### config.mk
export PLATFORM = sky130hd
export DESIGN_NAME = mod_rate_sched
export DESIGN_NICKNAME = d
export VERILOG_FILES = /design/src/rtl/mod_rate_sched.sv
export SDC_FILE = /design/constraint.sdc
export NUM_CORES = 1
export LEC_CHECK = 0
export ABC_AREA = 1
export CAP_MARGIN = 5
export CELL_PAD_IN_SITES_DETAIL_PLACEMENT = 2
export CELL_PAD_IN_SITES_GLOBAL_PLACEMENT = 2
export CORE_ASPECT_RATIO = 1.2
export CORE_MARGIN = 5
export CORE_UTILIZATION = 28
export CTS_CLUSTER_SIZE = 30
export DETAILED_ROUTE_END_ITERATION = 10
export GPL_ROUTABILITY_DRIVEN = 0
export GPL_TIMING_DRIVEN = 0
export PLACE_DENSITY = 0.86
export SYNTH_ARGS = -nofsm -noshare
export SYNTH_HDL_FRONTEND = slang
export SYNTH_SLANG_ARGS = --single-unit
### constraint.sdc
create_clock -name clk_i -period 2.1 [get_ports clk_i]
set_clock_uncertainty 0.15 [all_clocks]
set_input_delay 0.42 -clock clk_i [delete_from_list [all_inputs] [get_ports clk_i]]
set_output_delay 0.42 -clock clk_i [all_outputs]
set_load 0.02 [all_outputs]
### src/rtl/mod_rate_sched.sv
// Programmable symbol-rate scheduler: run-time divisor, symbol tick, 50%-duty divided
// clock and a per-frame symbol counter with start/stop/finish sequencing.
module mod_rate_sched #(
   parameter int unsigned DIV_W       = 16,
   parameter int unsigned LEN_W       = 8,
   parameter int unsigned DEFAULT_DIV = 12500
) (
   input  logic             clk_i,
   input  logic             rst_i,
   input  logic             cfg_valid_i,
   input  logic [DIV_W-1:0] cfg_div_i,
   input  logic [LEN_W-1:0] cfg_len_i,
   output logic             cfg_ready_o,
   input  logic             start_i,
   input  logic             stop_i,
   output logic             tick_o,
   output logic             clk_div_o,
   output logic [LEN_W-1:0] sym_idx_o,
   output logic             busy_o,
   output logic             done_o
);

   typedef enum logic [1:0] {
      S_IDLE   = 2'd0,
      S_RUN    = 2'd1,
      S_FINISH = 2'd2
   } state_e;

   localparam logic [DIV_W-1:0] DIV_MIN = DIV_W'(2);
   localparam logic [DIV_W-1:0] DIV_RST = DIV_W'(DEFAULT_DIV);

   state_e             state_q;
   logic [DIV_W-1:0]   div_q;
   logic [LEN_W-1:0]   len_q;
   logic [DIV_W-1:0]   cnt_q;
   logic [LEN_W-1:0]   sym_idx_q;
   logic               tick_q;
   logic               clk_div_q;
   logic               done_q;
   logic               busy_q;
   logic               cfg_ready_q;

   logic               last_cnt;
   logic [LEN_W-1:0]   sym_next;
   logic [DIV_W-1:0]   cfg_div_clamped;

   assign last_cnt        = (cnt_q == (div_q - DIV_W'(1)));
   assign sym_next        = sym_idx_q + LEN_W'(1);
   assign cfg_div_clamped = (cfg_div_i < DIV_MIN) ? DIV_MIN : cfg_div_i;

   // Frame sequencer; tick and done are single-cycle pulses cleared by default.
   always_ff @(posedge clk_i) begin
      if (rst_i) begin
         state_q     <= S_IDLE;
         div_q       <= DIV_RST;
         len_q       <= '0;
         cnt_q       <= '0;
         sym_idx_q   <= '0;
         tick_q      <= 1'b0;
         clk_div_q   <= 1'b0;
         done_q      <= 1'b0;
         busy_q      <= 1'b0;
         cfg_ready_q <= 1'b1;
      end else begin
         tick_q <= 1'b0;
         done_q <= 1'b0;
         case (state_q)
            S_IDLE: begin
               if (cfg_valid_i) begin
                  div_q <= cfg_div_clamped;
                  len_q <= cfg_len_i;
               end
               if (start_i) begin
                  cnt_q       <= '0;
                  sym_idx_q   <= '0;
                  clk_div_q   <= 1'b0;
                  state_q     <= S_RUN;
                  busy_q      <= 1'b1;
                  cfg_ready_q <= 1'b0;
               end
            end
            S_RUN: begin
               // Stop beats a coincident tick: the symbol is dropped and sym_idx holds.
               if (stop_i) begin
                  cnt_q       <= '0;
                  clk_div_q   <= 1'b0;
                  state_q     <= S_IDLE;
                  busy_q      <= 1'b0;
                  cfg_ready_q <= 1'b1;
               end else if (last_cnt) begin
                  cnt_q     <= '0;
                  tick_q    <= 1'b1;
                  clk_div_q <= ~clk_div_q;
                  sym_idx_q <= sym_next;
                  if ((len_q != '0) && (sym_next == len_q)) begin
                     state_q <= S_FINISH;
                  end
               end else begin
                  cnt_q <= cnt_q + DIV_W'(1);
               end
            end
            S_FINISH: begin
               state_q     <= S_IDLE;
               done_q      <= 1'b1;
               busy_q      <= 1'b0;
               cfg_ready_q <= 1'b1;
            end
            default: begin
               state_q     <= S_IDLE;
               busy_q      <= 1'b0;
               cfg_ready_q <= 1'b1;
            end
         endcase
      end
   end

   assign cfg_ready_o = cfg_ready_q;
   assign tick_o      = tick_q;
   assign clk_div_o   = clk_div_q;
   assign sym_idx_o   = sym_idx_q;
   assign busy_o      = busy_q;
   assign done_o      = done_q;

endmodule

After elaboration in Yosys (flattened, before gate mapping)
Cells that the tools add are included.

word-level totals
  word-level logic and storage cells = 62
  input bits = 29
  output and inout bits = 13
  register bits = 55

cells by class
  reductions and logical operators = 11
  order comparisons = 1
  equality and inequality tests = 10
  bitwise operators = 2
  mux-type cells = 25
  add/sub/neg operators = 3

operators with widths
  operator               number
  $mux 16                4
  $pmux 16 s2            1
  $mux 8                 3
  $add 16x1->16 const B  1
  $eq 16x16->1           1
  $lt 16x2->1 const B    1
  $pmux 8 s2             1
  $sub 16x1->16 const B  1
  $add 8x1->8 const B    1
  $eq 8x8->1             1
  $mux 1                 8
  $mux 2                 4
  $ne 2x2->1 const B     4
  $reduce_bool 8->1      1
  $ne 3x3->1 const B     2
  $pmux 1 s2             3
  $reduce_and 2->1       3
  $reduce_and 3->1       2
  $pmux 2 s2             1
  $reduce_and 4->1       1
  $reduce_or 3->1        1
  $eq 2x1->1 const B     1
  $eq 2x2->1 const B     1
  $logic_not 2->1        1
  3 further kinds        4

Depth between registers and ports, before layout
  depth in word-level cells = 7
  gate-level depth with buffers = 18
  mapped depth without buffers = 17

Least setup slack after synthesis
Ideal clock, no wire load.

  kind = register to register
  start point = register div_q[0]
  end point = register cnt_q[4]
  period minus slack after synthesis = 2.098 ns
  arrival time = 1.832 ns
  cell stages (with the launch flop) = 15
  setup time = 0.116 ns
  slack = 0.002 ns
  data required time = 1.834 ns
  path buffers = 1
  cell sequence = dfxtp_1 -> inv_2 -> ha_1 -> or2_2 -> nand3_1 -> nand2_1 -> inv_1 -> nand4_1 -> nor2_2 -> nand2_2 -> nand3_2 -> nand2_2 -> nand2_4 -> buf_6 -> nor2_1

on the way
  longest elaborated chain between the ends = 5

RTL lines
  element                 line  source
  start, declared         33    logic [DIV_W-1:0] div_q;
  start signal, assigned  70    div_q <= cfg_div_clamped;
  $sub 16x1->16           47    assign last_cnt = (cnt_q == (div_q - DIV_W'(1)));
  $eq 16x16->1            47
  $mux 16                 90    end else if (last_cnt) begin
  $mux 16                 84    if (stop_i) begin
  $pmux 16 s2             67    case (state_q)
  end signal, assigned    99    cnt_q <= cnt_q + DIV_W'(1);
  end, declared           35    logic [DIV_W-1:0] cnt_q;

Every way passes these cells.
A chain may end at the register's enable or synchronous reset.

Worst setup path after layout
  start point = register div_q[1]
  end point = register cnt_q[9]

Same word-level chain as after synthesis.

==> run metrics <==
outcome=complete, but fails checks; failing checks=negative setup slack; die width=110 µm; max incr delay on CP=0.33 ns; Die Height=130 µm; vias in the first global route=4,326; Antenna Violating Nets Remaining=0; Synth area leader=dfxtp_1; Final WS setup=-0.323 ns; CP Cell Sequence=inv_2 -> ha_4 -> nand3_4 -> nor2_4 -> nand3_2 -> nand2_2 -> inv_2 -> nor2_2 -> nand2_1 -> nor2_2 -> nand2_4 -> nand3_4 -> nand2_4 -> nand2_4 -> buf_12 -> buf_12 -> nor2_2; WL final=17.0 mm; Crit Path Category=reg2reg; total placed instance area=3930 µm²; Final period util=1.15; complex-gate fraction of the synthesized area=0.0844; Slowest cell on crit path=dfxtp_2; CTS tree=built; maximum vdd drop=0.801 mV; per-cell routed wire length=23.7 µm; share of layout cells above drive strength 1=0.228; most numerous cell in the Yosys netlist=nand2_1; violation count after the first detailed-route iteration=114; Total GRT Usage=0.233; Synth Net Count=527; DRC=0; Max Fanout on Critical Path=5; IO Pins=42; Startpoint Class=flip-flop; HPWL Detailed=10.0 mm; Synth Area in Adders=0.0113; clk root buf=clkbuf_16; drt via density=5.24; Worst Setup End Kind=flip-flop; final slew viol count=0; initial antenna violation count=0; CTS H-Tree Depth=2; Mapped Cells=495; yosys warns=0; Post-synth EDFFs=0; clk sinks=55; DIE AREA=14,200 µm²; Top FF cell, synth=dfxtp_1; core area=11,600 µm²; Initial Utilization=0.287; drt pass-1 iters=4; Worst Path Arrival=2.47 ns; post-synthesis async set-or-reset flop share=0; fin area=4540 µm²; # diodes=0; Min-Delay Path Class=reg2reg; Setup-failing EPs final=27; Critical Path RT=2.15 ns; #FFs+latches synth=55; top cells by count, synth=117 x nand2_1, 81 x nor2_1, 55 x dfxtp_1; Nets=593; Synth top area share=0.330; Area Overhead vs Synth=36.2%; Max Clock Freq=413 MHz; largest family of logic cells by synthesized area=simple AND/OR/NAND/NOR gates; vias=3,767; global-route wire length before repair=24.7 mm; Synth Area in XOR/XNOR=0.0945; synth top area cells=dfxtp_1 33%, nand2_1 13%, nor2_1 9.1%; synthesized area=3340 µm²; Worst Tran Pin Value=0.793 ns; Simple-Gate Fraction of Synth Area=0.399; Final Hold Viols=0; Slew Limit Headroom=0.471; Port-buffer cells=40; Clk Latency, worst-skew pair=0.32 ns; RSZ-0062 raised after global routing=yes; leakage=0.00183 µW; largest net degree at the start of global routing=17; fin crit period=2.42 ns; Syn Area/Cell=6.74 µm²; Clock transition at path regs=0.08 ns; CTS max path bufs=2; Max-cap violations=0; GRT overflow=0; sequential-to-total area share from yosys stat=0.330; CTS Buf Count=5; mux contribution to synthesized area=0; row cnt=43; Util after Layout=0.391; TNS Setup=-6.78 ns; Synth cell types=33; power density over the cells=786 nW/µm²
-- critical path: cells and delay by family, from the launching register on --
| kind | cells | cell delay (ns) |
|---|---|---|
| adder cells (fa/ha/maj) | 1 | 0.16 |
| buffers and inverters | 4 | 0.37 |
| flip-flops | 1 | 0.33 |
| AND/OR/NAND/NOR | 12 | 1.29 |
-- report_power, final --
part | switching, µW | internal (µW)
combinational | 840 | 536
sequential | 144 | 1160
clock | 452 | 444
-- logic make-up (layout without fill, tap and decap cells) --
family | Yosys count | after routing
compound gates | 49 | 49
simple gates | 286 | 286
fa+ha+maj | 3 | 3
flops | 55 | 55
xor+xnor | 36 | 36
buf+inv | 66 | 133
-- state kept, by name, indices dropped and copies added, names as in the netlist --
| register | flops |
|---|---|
| cnt_q | 16 |
| div_q | 16 |
| len_q | 8 |
| sym_idx_o | 8 |
| state_q | 2 |
| busy_o | 1 |
| cfg_ready_o | 1 |
| clk_div_o | 1 |
| done_o | 1 |
| tick_o | 1 |
-- layer usage --
| layer | GRT usage | share of wire | vias up |
|---|---|---|---|
| li1 | - | - | 1713 |
| met1 | 0.235 | 0.37 | 1887 |
| met5 | 0 | 0 | - |
| met3 | 0.0433 | 0.034 | 61 |
| met2 | 0.444 | 0.54 | 106 |
| met4 | 0.127 | 0.058 | 0 |
-- layout by cell type (no fill, tap or decap), types with 2 or more instances in the layout --
cell type / n
a21oi_1: 14
clkbuf_1: 4
buf_12: 4
nor2_1: 61
nand3_2: 4
buf_4: 14
o21ai_0: 16
nor3_2: 4
dfxtp_2: 9
nor3_1: 5
nand3_4: 3
nand3_1: 21
nand2_1: 107
a211oi_1: 4
nor2_2: 20
nand2_4: 5
nand2_2: 11
buf_6: 2
inv_2: 4
xor2_2: 2
a31oi_1: 3
clkbuf_2: 3
o211ai_1: 6
nor2_4: 19
nand3b_1: 4
clkbuf_16: 5
a21oi_2: 2
clkdlybuf4s50_1: 40
dfxtp_4: 2
dfxtp_1: 44
or2_2: 5
nor4_1: 5
buf_2: 2
nand4_1: 11
xor2_1: 21
xnor2_1: 13
inv_1: 50
-- cell type report --
cell class                      count  area (µm²)
Buffer                             11        78.8
Clock buffer                        6         129
Clock inverter                      2        12.5
Fill cell                        1374        7080
Inverter                           55         209
Multi-Input combinational cell    374        2210
Sequential cell                    55        1120
Tap cell                          157         196
Timing Repair Buffer               59         588
-- worst paths after layout --
| path | slack [ns] | cells after the start | to | from |
|---|---|---|---|---|
| max reg2reg | -0.32 | 17 | cnt_q[9] | div_q[1] |
| max | -0.32 | 17 | cnt_q[9] | div_q[1] |
| min | 0.33 | 1 | cfg_ready_o | cfg_ready_o |
| min reg2reg | 0.33 | 1 | cfg_ready_o | cfg_ready_o |
-- per-stage QoR --
| stage | hold WS [ns] | worst slack (ns) | total power [µW] | cells |
|---|---|---|---|---|
| 5_1_grt | 0.363 | -0.467 | 3730 | 719 |
| 2_1_floorplan | 0.294 | 0.00239 | 1930 | 495 |
| 4_1_cts | 0.333 | -0.236 | 3370 | 713 |
| 6_report | 0.326 | -0.323 | 3570 | 719 |
| 3_3_place_gp | 0.292 | -0.444 | 2260 | 692 |
| 3_5_place_dp | 0.311 | -0.507 | 2330 | 692 |
-- repair_timing --
| item | 4_1_cts | 5_1_grt |
|---|---|---|
| hold buffers | 0 | 0 |
| gates cloned | 2 | 0 |
| pin swaps | 13 | 14 |
| gates resized for setup | 53 | 38 |
| setup endpoints to repair | 32 | 52 |
| setup buffers | 11 | 7 |
(Power assumes the default switching activity.)
